--- src/rtl/main_scu_bac_initiator.sv ---
// BAC register-bus initiator: turns single read/write commands into one BAC access
// each, with a ready timeout, and returns exactly one response per command.
module main_scu_bac_initiator #(
    parameter int unsigned p_bac_reg_offset_address_width = 12,
    parameter int unsigned p_response_width               = 3,
    parameter int unsigned p_timeout_cycles               = 16
) (
    input  logic                                      clk_i,
    input  logic                                      rst_i,
    input  logic                                      cmd_valid_i,
    output logic                                      cmd_ready_o,
    input  logic                                      cmd_wr_i,
    input  logic [p_bac_reg_offset_address_width-1:0] cmd_addr_i,
    input  logic [31:0]                               cmd_wdata_i,
    input  logic [3:0]                                cmd_byte_en_i,
    output logic                                      rsp_valid_o,
    input  logic                                      rsp_ready_i,
    output logic                                      rsp_wr_o,
    output logic [31:0]                               rsp_rdata_o,
    output logic [p_response_width-1:0]               rsp_status_o,
    output logic                                      bac_csb_o,
    output logic                                      bac_wr_o,
    output logic [p_bac_reg_offset_address_width-1:0] bac_address_o,
    output logic [31:0]                               bac_write_data_o,
    output logic [3:0]                                bac_byte_en_o,
    input  logic [31:0]                               bac_read_data_i,
    input  logic                                      bac_ready_i,
    input  logic [p_response_width-1:0]               bac_response_i,
    output logic                                      busy_o
);

    localparam int unsigned TW = $clog2(p_timeout_cycles) + 1;
    localparam logic [TW-1:0] TMO_LAST = TW'(p_timeout_cycles - 1);
    localparam logic [31:0] ABORT_RDATA = 32'hdead_0bac;

    typedef enum logic [1:0] {IDLE, ACCESS, RDATA, RESP} state_t;

    state_t                                state_q, state_d;
    logic [TW-1:0]                         tmo_q, tmo_d;
    logic                                  csb_d, wr_d;
    logic [p_bac_reg_offset_address_width-1:0] addr_d;
    logic [31:0]                           wdata_d;
    logic [3:0]                            be_d;
    logic                                  rsp_valid_d, rsp_wr_d;
    logic [31:0]                           rsp_rdata_d;
    logic [p_response_width-1:0]           rsp_status_d;

    assign cmd_ready_o = (state_q == IDLE) && !rst_i;
    assign busy_o      = (state_q != IDLE);

    // NOTE: every signal assigned here gets a hold default first, so no path leaves
    // one unassigned and no latch is inferred.
    always_comb begin
        state_d      = state_q;
        tmo_d        = tmo_q;
        csb_d        = bac_csb_o;
        wr_d         = bac_wr_o;
        addr_d       = bac_address_o;
        wdata_d      = bac_write_data_o;
        be_d         = bac_byte_en_o;
        rsp_valid_d  = rsp_valid_o;
        rsp_wr_d     = rsp_wr_o;
        rsp_rdata_d  = rsp_rdata_o;
        rsp_status_d = rsp_status_o;

        unique case (state_q)
            IDLE: begin
                if (cmd_valid_i && cmd_ready_o) begin
                    state_d  = ACCESS;
                    tmo_d    = '0;
                    csb_d    = 1'b0;
                    wr_d     = cmd_wr_i;
                    addr_d   = cmd_addr_i;
                    wdata_d  = cmd_wr_i ? cmd_wdata_i : 32'h0;
                    be_d     = cmd_byte_en_i;
                    rsp_wr_d = cmd_wr_i;
                end
            end
            ACCESS: begin
                if (bac_ready_i) begin
                    csb_d = 1'b1;
                    if (bac_wr_o) begin
                        rsp_status_d = bac_response_i;
                        rsp_rdata_d  = 32'h0;
                        state_d      = RESP;
                    end else begin
                        state_d = RDATA;
                    end
                end else if (tmo_q == TMO_LAST) begin
                    // Last permitted select cycle without ready: abort the access.
                    csb_d        = 1'b1;
                    rsp_status_d = '1;
                    rsp_rdata_d  = ABORT_RDATA;
                    state_d      = RESP;
                end else begin
                    tmo_d = tmo_q + TW'(1);
                end
            end
            RDATA: begin
                rsp_rdata_d  = bac_read_data_i;
                rsp_status_d = bac_response_i;
                state_d      = RESP;
            end
            RESP: begin
                if (!rsp_valid_o) begin
                    rsp_valid_d = 1'b1;
                end else if (rsp_ready_i) begin
                    rsp_valid_d = 1'b0;
                    state_d     = IDLE;
                end
            end
            default: state_d = IDLE;
        endcase
    end

    // NOTE: state is updated with non-blocking assignments so every register samples
    // the pre-edge values, independent of statement order.
    always_ff @(posedge clk_i) begin
        if (rst_i) begin
            state_q          <= IDLE;
            tmo_q            <= '0;
            bac_csb_o        <= 1'b1;
            bac_wr_o         <= 1'b0;
            bac_address_o    <= '0;
            bac_write_data_o <= 32'h0;
            bac_byte_en_o    <= 4'h0;
            rsp_valid_o      <= 1'b0;
            rsp_wr_o         <= 1'b0;
            rsp_rdata_o      <= 32'h0;
            rsp_status_o     <= '0;
        end else begin
            state_q          <= state_d;
            tmo_q            <= tmo_d;
            bac_csb_o        <= csb_d;
            bac_wr_o         <= wr_d;
            bac_address_o    <= addr_d;
            bac_write_data_o <= wdata_d;
            bac_byte_en_o    <= be_d;
            rsp_valid_o      <= rsp_valid_d;
            rsp_wr_o         <= rsp_wr_d;
            rsp_rdata_o      <= rsp_rdata_d;
            rsp_status_o     <= rsp_status_d;
        end
    end

endmodule

--- config.mk ---
export PLATFORM = sky130hd
export DESIGN_NAME = main_scu_bac_initiator
export DESIGN_NICKNAME = d
export VERILOG_FILES = /design/src/rtl/main_scu_bac_initiator.sv
export SDC_FILE = /design/constraint.sdc
export NUM_CORES = 1
export LEC_CHECK = 0
export ABC_AREA = 1
export CAP_MARGIN = 20
export CELL_PAD_IN_SITES_DETAIL_PLACEMENT = 1
export CELL_PAD_IN_SITES_GLOBAL_PLACEMENT = 2
export CORE_ASPECT_RATIO = 1.75
export CORE_UTILIZATION = 25
export CTS_BUF_LIST = sky130_fd_sc_hd__clkbuf_8
export CTS_CLUSTER_SIZE = 12
export DETAILED_ROUTE_END_ITERATION = 10
export GPL_ROUTABILITY_DRIVEN = 0
export PLACE_DENSITY_LB_ADDON = 0.1
export SLEW_MARGIN = 10
export SYNTH_ARGS = -nofsm -noshare
export SYNTH_HDL_FRONTEND = slang
export SYNTH_SLANG_ARGS = --single-unit
--- constraint.sdc ---
create_clock -name clk_i -period 3.35 [get_ports clk_i]
set_clock_uncertainty 0.1 [all_clocks]
set_input_delay 1.005 -clock clk_i [delete_from_list [all_inputs] [get_ports clk_i]]
set_output_delay 1.005 -clock clk_i [all_outputs]
set_load 0.01 [all_outputs]
==> results.sh <==
export IMPL_status="finished clean"
export IMPL_syn_inst=606
export IMPL_grt_antenna_before_repair=0
export IMPL_clkTransAtPathRegs_ns=0.10
export IMPL_yosysMostFrequentCell="nand2_1"
export IMPL_async_flop_share_pct=0
export IMPL_seq_area_frac_synth_pct=43.4
export IMPL_ys_flop_type="dfxtp_1"
export IMPL_ys_ff_latch=93
export IMPL_rr_startpoint="state_q[1]"
export IMPL_arrival_ns=2.11
export IMPL_report_final_slew_viol_count=0
export IMPL_worstMarginPinSlew_ns=0.739
export IMPL_fmax_mhz=311
export IMPL_start_util_pct=25.4
export IMPL_p_int_uw=2680
export IMPL_core_sq_um=16900
export IMPL_cts_htree_levels=3
export IMPL_yosysWarnings=0
export IMPL_holdCritStartpoint="bac_address_o[2]"
export IMPL_dieWidth_um=101
export IMPL_std_cell_rows=63
export IMPL_avgSynthCellArea_sq_um=7.07
export IMPL_routed_wl_mm=13.6
export IMPL_ios=178
export IMPL_max_slew_margin_pct=50.5
export IMPL_synth_fa_ha_area_share_pct=2.04
export IMPL_antenna_cells=0
export IMPL_ys_top_cells_by_area="dfxtp_1, nand2_1, nor2_2"
export IMPL_yosysTopAreaCell="dfxtp_1"
export IMPL_grt_max_degree=41
export IMPL_synth_area_sq_um=4290
export IMPL_wl_per_cell_um=13.6
export IMPL_cts_tree="built"
export IMPL_syn_nets=702
export IMPL_grt_overflow_total=0
export IMPL_cap_violations=0
export IMPL_synth_distinct_cells=24
export IMPL_rsz0062_at_grt="false"
export IMPL_fin_crit_sh_pct=95.9
export IMPL_yosysTopAreaCellShare_pct=43.4
export IMPL_num_fill_cells=2133
export IMPL_syn_to_final_growth_pct=49.6
export IMPL_hold_worst_slack_ns=0.369
export IMPL_cpMaxStageDelayCell="clkdlybuf4s50_1"
export IMPL_power_density_nw_per_um2=676
export IMPL_slowest_delay_ns=0.56
export IMPL_grt_pass1_wl_mm=22.2
export IMPL_clock_path_buffers=2
export IMPL_cts_hold_fix_buffers=0
export IMPL_numClockSinks=93
export IMPL_path_cells="clkdlybuf4s50_1, nor2_1, clkdlybuf4s50_1"
export IMPL_synth_area_mux_share_pct=0
export IMPL_p_switching_uw=1650
export IMPL_start_kind="primary input"
export IMPL_hold_violations=0
export IMPL_swShare_pct=38.1
export IMPL_p_clk_share_pct=19.3
export IMPL_fin_tns_setup_ns=0
export IMPL_final_area_sq_um=6410
export IMPL_post_dp_hpwl_mm=9.75
export IMPL_drc=0
export IMPL_vias_per_cell=4.29
export IMPL_min_period_ns=3.21
export IMPL_drive_gt1_share_pct=12.5
export IMPL_synthSimpleGateAreaFrac_pct=36.9
export IMPL_grt_pass1_vias=4504
export IMPL_port_buffers=177
export IMPL_cts_resized=0
export IMPL_dpl_cell_area_sq_um=6200
export IMPL_power_leakage_uw=0.00277
export IMPL_crit_fanout=2
export IMPL_firstDrtPassIters=4
export IMPL_required_ns=2.24
export IMPL_critPathCaptureType="output port"
export IMPL_path_class="in -> out"
export IMPL_worst_skew_pair_late_latency_ns=0.36
export IMPL_ys_top_cells_by_count="nand2_1, dfxtp_1, inv_1"
export IMPL_power_frac_comb_pct=46.5
export IMPL_dieHeight_um=175
export IMPL_num_vias=4289
export IMPL_min_path_type="reg -> reg"
export IMPL_post_cts_buffers=0
export IMPL_critPathLaunch="rst_i"
export IMPL_synth_top_family_by_area="simple AND/OR/NAND/NOR gates"
export IMPL_drtAntennaViolNets=0
export IMPL_cts_root_buf="clkbuf_8"
export IMPL_pwr_share_seq_pct=34.2
export IMPL_peakVddDrop_mv=0.227
export IMPL_grt_total_usage_pct=16.1
export IMPL_die_area_sq_um=17700
export IMPL_synth_edff_count=0
export IMPL_setup_viol=0
export IMPL_synth_xor_area_share_pct=0
export IMPL_finalNetCount=865
export IMPL_cts_buffers=9
export IMPL_drt_iter0_markers=90
export IMPL_cpMostUsedCell="clkdlybuf4s50_1"
export IMPL_synth_compound_gate_area_share_pct=5.66
==> flip-flops by register name (all words and copies together), names as in the netlist <==
signal and flops:
bac_address_o 12, bac_byte_en_o 4, bac_csb_o 1, bac_wr_o 1, bac_write_data_o 32, rsp_rdata_o 32
rsp_status_o 3, rsp_valid_o 1, state_q 2, tmo_q 5
==> stage by stage <==
step / power [uW] / cells / setup WS, ns / util (%)
finish: 4330 / 1000 / 0.136 / 38.0
global route: 4700 / 1000 / 0.0871 / 38.0
CTS: 4440 / 1000 / 0.118 / 38.0
detailed placement: 3580 / 985 / 0.127 / 36.7
global placement: 3510 / 985 / 0.157 / 36.7
floorplan: 2770 / 606 / 0.867 / -
==> kinds of logic (layout without fill, tap and decap cells) <==
| logic type | count (synthesis) | after routing |
|---|---|---|
| buffers and inverters | 107 | 274 |
| adders and majority gates | 7 | 7 |
| and+or+nand+nor | 354 | 354 |
| DFF | 93 | 93 |
| AOI/OAI and AO/OA | 45 | 45 |
==> power groups by stage <==
stage	clock network (uW)	registers (uW)	logic, uW
final	837	1480	2010
after global routing	919	1510	2260
after CTS	885	1490	2070
after detailed placement	0	1520	2060
after global placement	0	1510	2010
after floorplan	0	1600	1160
==> cell type report <==
| type | instances | area, sq um | area share [%] |
|---|---|---|---|
| Multi-Input combinational cell | 406 | 1910 | 29.8 |
| Timing Repair Buffer | 187 | 1870 | 29.2 |
| Sequential cell | 93 | 1860 | 29.0 |
| Tap cell | 227 | 284 | 4.43 |
| Inverter | 72 | 270 | 4.22 |
| Clock buffer | 9 | 124 | 1.93 |
| Clock inverter | 6 | 87.6 | 1.37 |
==> layout by cell type (no fill, tap or decap) <==
| master | count |
|---|---|
| a21oi_1 | 39 |
| buf_12 | 2 |
| buf_4 | 8 |
| bufinv_16 | 2 |
| clkbuf_8 | 9 |
| clkdlybuf4s50_1 | 177 |
| clkinv_2 | 2 |
| clkinv_4 | 1 |
| dfxtp_1 | 93 |
| ha_1 | 7 |
| inv_1 | 67 |
| inv_2 | 5 |
| inv_6 | 1 |
| nand2_1 | 209 |
| nand2_2 | 1 |
| nand2_4 | 2 |
| nand3_1 | 58 |
| nand3_2 | 1 |
| nand4_1 | 1 |
| nor2_1 | 21 |
| nor2_2 | 60 |
| o211ai_1 | 1 |
| o21ai_0 | 3 |
| o21ai_2 | 1 |
| o21ai_4 | 1 |
| or2_2 | 1 |
==> layer usage <==
metal,GRT usage (%),share of wire [%],wire length (um)
met4,4.47,1.1,153
met5,0,0,0
met1,16.3,38,5160
met2,31.3,55,7490
met3,4.48,6.0,810
==> worst max-delay path: cells and delay by family <==
kind | cells | cell delay [ns]
and+or+nand+nor | 1 | 0.13
buffers and inverters | 2 | 0.98
==> worst paths after layout <==
check	to	slack, ns	depth (start not counted)
max reg2reg	rsp_rdata_o[11]	1.17	9
min	bac_address_o[2]	0.37	2
max	cmd_ready_o	0.14	3
min reg2reg	bac_address_o[2]	0.37	2
(Power assumes the default switching activity.)
